`config.mk`:
```
export PLATFORM = sky130hd
export DESIGN_NAME = mips_io_port
export DESIGN_NICKNAME = d
export VERILOG_FILES = /design/src/rtl/mips_io_port_pkg.sv /design/src/rtl/io_sync_fifo.sv /design/src/rtl/mips_io_port.sv
export SDC_FILE = /design/constraint.sdc
export NUM_CORES = 1
export LEC_CHECK = 0
export ABC_AREA = 1
export CORE_MARGIN = 5
export CORE_UTILIZATION = 40
export DETAILED_ROUTE_END_ITERATION = 16
export MAX_ROUTING_LAYER = met4
export PLACE_DENSITY_LB_ADDON = 0.12
export SYNTH_ARGS = -nofsm -noshare
export SYNTH_HDL_FRONTEND = slang
export SYNTH_HIERARCHICAL = 1
export SYNTH_SLANG_ARGS = --single-unit
```
`constraint.sdc`:
```
create_clock -name CLK -period 2.8 [get_ports CLK]
set_input_delay 0.56 -clock CLK [delete_from_list [all_inputs] [get_ports CLK]]
set_output_delay 0.56 -clock CLK [all_outputs]
set_load 0.02 [all_outputs]
```
`src/rtl/mips_io_port_pkg.sv`:
```
// rtl/mips_io_port_pkg.sv - shared IN/OUT encodings, default sizes and stall helper
package mips_io_port_pkg;

    localparam int DATA_WIDTH_DEF = 16;
    localparam int OUT_DEPTH_DEF  = 4;

    localparam logic [3:0] OP_IO    = 4'b1100;
    localparam logic [2:0] FUNK_IN  = 3'b000;
    localparam logic [2:0] FUNK_OUT = 3'b001;

    // Full is the registered flag, so a pop in the same cycle does not unstall an OUT.
    function automatic logic io_stall(input logic output_write, input logic out_full,
                                      input logic input_read, input logic in_full);
        return (output_write & out_full) | (input_read & ~in_full);
    endfunction

endpackage

```
`src/rtl/io_sync_fifo.sv`:
```
// rtl/io_sync_fifo.sv - small synchronous FIFO with combinational head read
module io_sync_fifo
    import mips_io_port_pkg::*;
#(
    parameter int WIDTH = DATA_WIDTH_DEF,
    parameter int DEPTH = OUT_DEPTH_DEF
) (
    input  logic             clk,
    input  logic             rst,
    input  logic             push,
    input  logic             pop,
    input  logic [WIDTH-1:0] wdata,
    output logic [WIDTH-1:0] rdata,
    output logic             full,
    output logic             empty
);

    localparam int PW = $clog2(DEPTH);
    localparam int CW = PW + 1;

    logic [PW-1:0]    wr_ptr_q, wr_ptr_d;
    logic [PW-1:0]    rd_ptr_q, rd_ptr_d;
    logic [CW-1:0]    count_q, count_d;
    logic [WIDTH-1:0] mem_q [DEPTH];
    logic [WIDTH-1:0] mem_d [DEPTH];

    assign full  = (count_q == CW'(DEPTH));
    assign empty = (count_q == '0);
    assign rdata = mem_q[rd_ptr_q];

    // Caller guarantees push only when not full and pop only when not empty.
    always_comb begin
        mem_d    = mem_q;
        wr_ptr_d = wr_ptr_q;
        rd_ptr_d = rd_ptr_q;
        count_d  = count_q;
        if (push) begin
            mem_d[wr_ptr_q] = wdata;
            wr_ptr_d        = wr_ptr_q + PW'(1);
        end
        if (pop) begin
            rd_ptr_d = rd_ptr_q + PW'(1);
        end
        case ({push, pop})
            2'b10:   count_d = count_q + CW'(1);
            2'b01:   count_d = count_q - CW'(1);
            default: count_d = count_q;
        endcase
    end

    always_ff @(posedge clk or posedge rst) begin
        if (rst) begin
            wr_ptr_q <= '0;
            rd_ptr_q <= '0;
            count_q  <= '0;
            for (int i = 0; i < DEPTH; i++) begin
                mem_q[i] <= '0;
            end
        end else begin
            wr_ptr_q <= wr_ptr_d;
            rd_ptr_q <= rd_ptr_d;
            count_q  <= count_d;
            mem_q    <= mem_d;
        end
    end

endmodule

```
`src/rtl/mips_io_port.sv`:
```
// rtl/mips_io_port.sv - CPU endpoint for IN/OUT: OUT FIFO, IN holding register, IOStall
module mips_io_port
    import mips_io_port_pkg::*;
#(
    parameter int DATA_WIDTH = DATA_WIDTH_DEF,
    parameter int OUT_DEPTH  = OUT_DEPTH_DEF
) (
    input  logic                  CLK,
    input  logic                  Reset,
    input  logic                  OutputWrite,
    input  logic [DATA_WIDTH-1:0] OutData,
    input  logic                  InputRead,
    output logic [DATA_WIDTH-1:0] InData,
    output logic                  IOStall,
    output logic                  out_valid,
    output logic [DATA_WIDTH-1:0] out_data,
    input  logic                  out_ready,
    input  logic                  in_valid,
    input  logic [DATA_WIDTH-1:0] in_data,
    output logic                  in_ready
);

    logic                  out_full;
    logic                  out_empty;
    logic                  out_push;
    logic                  out_pop;
    logic                  in_full_q, in_full_d;
    logic [DATA_WIDTH-1:0] in_hold_q, in_hold_d;
    logic                  in_capture;
    logic                  in_consume;

    assign out_valid = ~out_empty;
    assign out_push  = OutputWrite & ~out_full;
    assign out_pop   = out_valid & out_ready;

    io_sync_fifo #(
        .WIDTH (DATA_WIDTH),
        .DEPTH (OUT_DEPTH)
    ) u_out_fifo (
        .clk   (CLK),
        .rst   (Reset),
        .push  (out_push),
        .pop   (out_pop),
        .wdata (OutData),
        .rdata (out_data),
        .full  (out_full),
        .empty (out_empty)
    );

    assign in_ready   = ~in_full_q;
    assign InData     = in_hold_q;
    assign in_capture = in_valid & ~in_full_q;
    assign in_consume = InputRead & in_full_q;
    assign IOStall    = io_stall(OutputWrite, out_full, InputRead, in_full_q);

    // Capture and consume are mutually exclusive since they depend on opposite in_full_q.
    always_comb begin
        in_full_d = in_full_q;
        in_hold_d = in_hold_q;
        if (in_consume) begin
            in_full_d = 1'b0;
        end
        if (in_capture) begin
            in_full_d = 1'b1;
            in_hold_d = in_data;
        end
    end

    always_ff @(posedge CLK or posedge Reset) begin
        if (Reset) begin
            in_full_q <= 1'b0;
            in_hold_q <= '0;
        end else begin
            in_full_q <= in_full_d;
            in_hold_q <= in_hold_d;
        end
    end

endmodule
```
==> impl_metrics.tcl, run 1 <==
set metrics [dict create \
    status "finished, final reports clean" \
    cts_tree "done" \
    drc 0 \
    initial_core_util 0.406 \
    cts_resized 0 \
    path_max_fanout 12 \
    cap_violations 0 \
    worstSetupPathType "flip-flop to output pin" \
    syn_area_per_cell_um2 8.89 \
    grtUsageMet1 0.206 \
    clk_pin_slew_ps 80 \
    dr.pass1.iters 4 \
    max-slew-margin-rel 0.555 \
    p_per_area_nw_per_um2 1110 \
    grt_pass1_wl_mm 15.6 \
    fp.coreArea_um2 10300 \
    r2r-start "u_out_fifo/count_q[1]" \
    synth_warnings 6 \
    crit_buf_inv 2 \
    grt_util_met2 0.231 \
    setup_slack_ps 180 \
    clock_skew_ps 9.02 \
    max_clock_freq_ghz 0.382 \
    boundaryPins 73 \
    hold_viol 0 \
    cp-end-kind "output pin" \
    vdd_drop_max_mv 0.456 \
    wirelength_mm 8.70 \
    cts_setup_buffers 0 \
    worst_ep_required_time_ps 2240 \
    netlist_instances 470 \
    tightest_slew_ps 666 \
    die_h_um 112 \
    area_delta_synth_final_pct 21.7 \
    slew_viol_final 0 \
    cp-startpoint "u_out_fifo/rd_ptr_q[1]" \
    ys_ff_latch 88 \
    wire_per_inst_um 12.9 \
    path_cells "buf_4, o211ai_1, nand2_1, clkdlybuf4s50_1" \
    layout.cells.non_filler 675 \
    max_stage_delay_ps 670 \
    min_from "InData[9]" \
    synth_seq_area_share 0.527 \
    drive_above_1_share 0.0649 \
    grtUsageTotal 0.154 \
    dp_slack_ps 432 \
    grt_start_max_net_pins 35 \
    p_total_mw 5.67 \
    crit_arrival_ps 2060 \
    finalSetupViolations 0 \
    crit_family "buffers and inverters" \
    cts_root_buf "clkbuf_8" \
    hold_path.class "flip-flop to flip-flop" \
    dp_cells 659 \
    port_buffers 72 \
    final_util 0.494 \
    crit_slowest_cell "dfrtp_1" \
    grt_pass1_vias 3180 \
    drtIter0Drc 172 \
    period_needed_ps 2620 \
    grt_setup_unrepaired "false" \
    p_leak_nw 2.52 \
    row_count 37 \
    ant_nets 0 \
    timing.final.crit_share 0.936 \
    synth_cell_types 25 \
    synth_nets 514 \
    ctsHoldBuffers 0 \
    synth_area_um2 4180 \
    fp.dieW_um 112 \
    grt_remaining_overflow 0 \
    busiest_layer "met2" \
    clk_latency_ps 350 \
    nets 578 \
    cts_buffers 9 \
    htreeDepth 3 \
    cp-start-kind "flip-flop" \
    grtUsageMet3 0.0485 \
    num_vias 3128 \
    finalSetupTns_ps 0 \
    via_per_inst 4.63 \
    place.gp.congestion 0.772 \
    die-area_um2 12600 \
    cts.path.max_buffers 2 \
    dp_hpwl_mm 5.83 \
    antenna_cells 0 \
    cts.sinks 88 \
    antenna_found_initial 0 \
]
state kept, by name, summed over array words and instances, names as in the netlist:
signal,count
u_out_fifo/count_q,3
u_out_fifo/mem_q,64
u_out_fifo/rd_ptr_q,2
in_full_q,1
InData,16
u_out_fifo/wr_ptr_q,2
cell usage after synthesis:
library cell | instances | area share
o21ai_0 | 3 | 0.0036
o211ai_1 | 32 | 0.058
dfrtp_1 | 88 | 0.53
nor3_1 | 2 | 0.0024
nand4_1 | 1 | 0.0015
buf_4 | 8 | 0.014
nand2_1 | 153 | 0.14
inv_4 | 1 | 0.0015
nor2_1 | 2 | 0.0018
inv_2 | 1 | 0.00090
o21ai_1 | 64 | 0.077
fa_1 | 1 | 0.0048
xor2_1 | 3 | 0.0063
buf_6 | 13 | 0.035
buf_8 | 1 | 0.0036
clkbuf_8 | 2 | 0.0066
nand3_1 | 17 | 0.020
nand2_8 | 1 | 0.0048
xnor2_1 | 1 | 0.0021
nand2_4 | 4 | 0.011
buf_12 | 1 | 0.0048
inv_1 | 62 | 0.056
buf_2 | 3 | 0.0036
nand2_2 | 1 | 0.0015
ha_1 | 5 | 0.015
routing by layer:
metal	part of all wire	vias up
li1	-	1625
met5	0	-
met3	0.057	5
met1	0.49	1427
met4	0.010	0
met2	0.44	71
per-stage QoR:
step                hold WS [ps]  area, um2
floorplan                    459       4180
finish                       472       5080
global route                 505       5080
global placement             454       4860
CTS                          479       5080
detailed placement           458       4860
worst min-delay path: stages (launching register included):
cell     delay [ps]
dfrtp_1         350
nand2_1          50
nand2_1          40
power by group:
group          switching, mW  leakage [nW]  internal [mW]
clock                  0.444         0.109          0.486
sequential             0.312          1.09           1.80
combinational           1.50          1.32           1.13
path summary, 6_finish.rpt:
check                                         to  slack, ps  depth (start not counted)
min reg2reg                            InData[9]        470                          2
max in group asynchronous   u_out_fifo/mem_q[29]       1580                          3
min in group asynchronous   u_out_fifo/mem_q[32]        640                          2
max                                  out_data[9]        180                          4
max reg2reg                u_out_fifo/count_q[2]        950                          9
min                                    InData[9]        470                          2
layout make-up:
| cell class | instances | area (um2) |
|---|---|---|
| Timing Repair Buffer | 81 | 801 |
| Tap cell | 136 | 170 |
| Multi-Input combinational cell | 290 | 1450 |
| Sequential cell | 88 | 2200 |
| Clock inverter | 4 | 51.3 |
| Fill cell | 1046 | 5200 |
| Inverter | 64 | 243 |
| Clock buffer | 12 | 165 |
cells in the final DEF, fill, tap and decap left out:
master	synthesis	final
buf_12	1	1
buf_4	8	8
bufinv_16	0	1
clkbuf_8	2	12
clkdlybuf4s50_1	0	72
clkinv_2	0	1
clkinv_4	0	1
clkinvlp_4	0	1
dfrtp_1	88	87
dfrtp_2	0	1
fa_1	1	1
ha_1	5	5
inv_1	62	61
inv_2	1	2
inv_4	1	1
nand2_1	153	153
nand2_2	1	1
nand2_4	4	4
nand2_8	1	1
nand3_1	17	17
nand4_1	1	1
nor2_1	2	2
nor3_1	2	2
o211ai_1	32	32
o21ai_0	3	3
o21ai_1	64	64
xnor2_1	1	1
xor2_1	3	3
cells by family after synthesis:
group,count (synthesis),synth area share
buffers and inverters,92,0.126
DFF,88,0.527
adders and majority gates,6,0.0198
and+or+nand+nor,181,0.181
AOI/OAI and AO/OA,99,0.138
xor gates and xnor gates,4,0.00839
No activity file was read; power rests on OpenSTA's default activity.
==> run 2: changes to the inputs <==
Settings changed: PLACE_DENSITY_LB_ADDON 0.12 to 0.3.
==> impl_metrics.tcl, run 2 (synthesis results as in run 1) <==
set metrics [dict create \
    status "finished, final reports clean" \
    max-slew-margin-rel 0.536 \
    final_area_um2 5020 \
    comb_power_share 0.475 \
    dp_slack_ps 428 \
    drtIter0Drc 179 \
    row_count 37 \
    seqPwrFrac 0.383 \
    p_total_mw 5.55 \
    die_h_um 112 \
    ant_nets 0 \
    clk_latency_ps 350 \
    area_delta_synth_final_pct 20.2 \
    internal-power_mw 3.27 \
    antenna_cells 0 \
    layout_common_cells "153 x nand2_1, 87 x dfrtp_1, 72 x clkdlybuf4s50_1, 64 x o21ai_1, 61 x inv_1" \
    grt_pass1_wl_mm 14.5 \
    cts_root_buf "clkbuf_8" \
    grtUsageMet3 0.0604 \
    post_dp_cell_area_um2 4840 \
    num_vias 3130 \
    worstSetupPathType "flip-flop to output pin" \
    hold_viol 0 \
    grt_setup_unrepaired "false" \
    setup_slack_ps 254 \
    n_fill_cell 1000 \
    period_needed_ps 2550 \
    finalSetupTns_ps 0 \
    cts.sinks 88 \
    max_flop_register "u_out_fifo/mem_q" \
    crit_arrival_ps 1990 \
    boundaryPins 73 \
    p_sw_frac 0.412 \
    grt_start_max_net_pins 72 \
    cap_violations 0 \
    drive_above_1_share 0.0562 \
    p_clk_frac 0.142 \
    cp-start-kind "flip-flop" \
    worst_ep_required_time_ps 2240 \
    path_max_fanout 10 \
    cts_setup_buffers 0 \
    fp.dieW_um 112 \
    htreeDepth 3 \
    dp_cells 654 \
    cts_buffers 9 \
    largest_reg_flops 64 \
    layout_commonest_cell "nand2_1" \
    grtUsageTotal 0.145 \
    finalSetupViolations 0 \
    wirelength_mm 8.37 \
    place.gp.congestion 0.713 \
    p_leak_nw 2.48 \
    fp.coreArea_um2 10300 \
    layout.cells.non_filler 670 \
    cts.path.max_buffers 2 \
    wire_per_inst_um 12.5 \
    switching_power_mw 2.28 \
    cts_tree "done" \
    p_per_area_nw_per_um2 1110 \
    clk_pin_slew_ps 90 \
    nets 573 \
    grt_util_met2 0.213 \
    port_buffers 72 \
    clock_skew_ps 9.16 \
    tightest_slew_ps 694 \
    cts_resized 0 \
    final_util 0.488 \
    ctsHoldBuffers 0 \
    grtUsageMet1 0.190 \
    cp-end-kind "output pin" \
    via_per_inst 4.67 \
    timing.final.crit_share 0.909 \
    whs_ps 473 \
    slew_viol_final 0 \
    initial_core_util 0.406 \
    busiest_layer "met2" \
    vdd_drop_max_mv 0.503 \
    antenna_found_initial 0 \
    hold_path.class "flip-flop to flip-flop" \
    grt_pass1_vias 3056 \
    max_clock_freq_ghz 0.393 \
    dr.pass1.iters 4 \
    drc 0 \
    grt_remaining_overflow 0 \
    die-area_um2 12600 \
    dp_hpwl_mm 5.60 \
]
[run 2: cell types whose count changed in the layout (fill, tap and decap cells not counted), sizes merged]
cell      change
buf           -5
bufinv        -1
clkbuf        -3
clkinvlp      +1
inv           +3
[run 2: final timing paths]
| path | slack, ps | from | end | cells after the start |
|---|---|---|---|---|
| setup reg to reg | 800 | u_out_fifo/count_q[0] | u_out_fifo/count_q[2] | 10 |
| setup / recovery | 250 | u_out_fifo/rd_ptr_q[1] | out_data[0] | 4 |
| min in group asynchronous | 620 | Reset | in_full_q | 2 |
| hold / removal | 470 | InData[5] | InData[5] | 2 |
| hold reg to reg | 470 | InData[5] | InData[5] | 2 |
| max in group asynchronous | 1790 | Reset | InData[2] | 2 |
[run 2: critical path, stage by stage (launching register included)]
cell and delay [ps]:
dfrtp_1 560, buf_4 260, o211ai_1 100, nand2_1 100, clkdlybuf4s50_1 610
[run 2: area by class of cell]
cell class | count | area [um2] | area share
multi-input combinational | 290 | 1450 | 0.288
inverter | 64 | 243 | 0.0484
timing repair buffer | 76 | 776 | 0.155
sequential | 88 | 2200 | 0.439
clock buffer | 9 | 124 | 0.0247
tap | 136 | 170 | 0.0339
clock inverter | 7 | 55.1 | 0.0110
[run 2: routing by layer]
| layer | routed length, um | vias up | share of wire |
|---|---|---|---|
| met5 | 0 | - | 0 |
| met4 | 53 | 0 | 0.0063 |
| met3 | 666 | 4 | 0.080 |
| met2 | 3720 | 80 | 0.44 |
| met1 | 3930 | 1435 | 0.47 |
| li1 | - | 1611 | - |
[run 2: power groups by stage]
stage	Sequential [mW]	Combinational, mW	Clock [mW]
2_1_floorplan	2.10	1.90	0
3_3_place_gp	2.12	2.61	0
3_5_place_dp	2.15	2.67	0
4_1_cts	2.13	2.68	0.828
5_1_grt	2.19	2.97	0.886
6_report	2.12	2.63	0.790
==> run 3: changes to the inputs <==
Settings changed: REMOVE_ABC_BUFFERS set to 1.
Clock period 2.8 ns to 2.96 ns, I/O delays scaled along.
==> impl_metrics.tcl, run 3 (synthesis results as in run 1) <==
set metrics [dict create \
    grt_pass1_vias 3132 \
    timing.final.crit_share 0.923 \
    drc 0 \
    area_delta_synth_final_pct 21.0 \
    status "finished, final reports clean" \
    cp-startpoint "u_out_fifo/rd_ptr_q[0]" \
    max_stage_delay_ps 680 \
    period_needed_ps 2730 \
    die-area_um2 12600 \
    cp-start-kind "flip-flop" \
    wire_per_inst_um 13.0 \
    via_per_inst 4.72 \
    fp.coreArea_um2 10300 \
    cts_resized 0 \
    initial_core_util 0.406 \
    r2r-start "u_out_fifo/count_q[0]" \
    layout.cells.non_filler 670 \
    grt_start_max_net_pins 48 \
    antenna_cells 0 \
    dr.pass1.iters 4 \
    drive_above_1_share 0.0543 \
    ant_nets 0 \
    p_leak_nw 2.50 \
    setup_slack_ps 228 \
    place.gp.congestion 0.767 \
    grt_remaining_overflow 0 \
    boundaryPins 73 \
    vdd_drop_max_mv 0.520 \
    port_buffers 72 \
    fp.dieW_um 112 \
    finalSetupViolations 0 \
    min_from "InData[15]" \
    hold_path.class "flip-flop to flip-flop" \
    die_h_um 112 \
    antenna_found_initial 0 \
    cts.sinks 88 \
    dp_hpwl_mm 5.75 \
    grt_pass1_wl_mm 15.0 \
    max_flop_register "u_out_fifo/mem_q" \
    max-slew-margin-rel 0.533 \
    finalSetupTns_ps 0 \
    num_vias 3165 \
    clk_latency_ps 350 \
    row_count 37 \
    max_clock_freq_ghz 0.366 \
    p_per_area_nw_per_um2 1060 \
    htreeDepth 3 \
    path_max_fanout 40 \
    drtIter0Drc 215 \
    cts_setup_buffers 0 \
    ctsHoldBuffers 0 \
    dp_slack_ps 515 \
    hold_viol 0 \
    layout_common_cells "153 x nand2_1, 87 x dfrtp_1, 72 x clkdlybuf4s50_1, 64 x o21ai_1, 61 x inv_1" \
    dp_cells 655 \
    layout_commonest_cell "nand2_1" \
    cap_violations 0 \
    grtUsageTotal 0.151 \
    crit_arrival_ps 2140 \
    worstSetupPathType "flip-flop to output pin" \
    clk_pin_slew_ps 80 \
    cts_root_buf "clkbuf_8" \
    cts_tree "done" \
    grt_setup_unrepaired "false" \
    wirelength_mm 8.71 \
    worst_ep_required_time_ps 2370 \
    tightest_slew_ps 698 \
    crit_slowest_cell "dfrtp_2" \
    cts_buffers 9 \
    cts.path.max_buffers 2 \
    slew_viol_final 0 \
    path_cells "buf_12, o211ai_1, nand2_1, clkdlybuf4s50_1" \
    largest_reg_flops 64 \
    clock_skew_ps 8.02 \
    cp-end-kind "output pin" \
    nets 574 \
]
## run 3: cell types whose count changed in the layout (fill, tap and decap cells not counted)
cell and delta:
buf_4 +1, bufinv_16 +1, clkbuf_1 +1, clkbuf_8 +3, clkinv_2 -1, clkinv_4 -1
clkinvlp_4 -1, inv_6 -3
## run 3: critical path: cells and delay by family (launching register included)
kind	cells	cell delay (ps)
buf+inv	2	860
simple gates	1	100
compound gates	1	140
flops	1	680
## run 3: per-stage QoR
stage	utilization	power, mW	area [um2]	hold WS [ps]
after CTS	0.492	5.44	5050	479
after detailed placement	0.472	4.57	4850	462
after global placement	0.472	4.49	4850	454
final	0.492	5.38	5050	475
after global routing	0.492	5.83	5050	507
after floorplan	-	3.55	3890	459
## run 3: cell type report
class | count | area [um2]
inverters | 64 | 243
well taps | 136 | 170
flip-flops and latches | 88 | 2200
repair buffers | 77 | 783
multi-input cells | 290 | 1450
clock buffers | 13 | 169
clock inverters | 2 | 37.5
fillers | 1026 | 5220
## run 3: where the power goes
part	internal, mW	leakage [nW]	switching [mW]
logic	1.08	1.30	1.40
registers	1.70	1.09	0.341
clock network	0.456	0.102	0.405
## run 3: routing by layer
metal | wire [um] | GRT usage
met1 | 4270 | 0.195
met2 | 3760 | 0.230
met3 | 611 | 0.0485
met4 | 71 | 0.0409
met5 | 0 | -
## run 3: final timing paths
kind,end,slack [ps],cells after the start
min in group asynchronous,u_out_fifo/mem_q[44],630,2
worst min-delay path,InData[15],480,2
worst max register to register,u_out_fifo/count_q[2],1080,10
worst max-delay path,out_data[11],230,4
max in group asynchronous,u_out_fifo/rd_ptr_q[0],1690,3
worst min register to register,InData[15],480,2
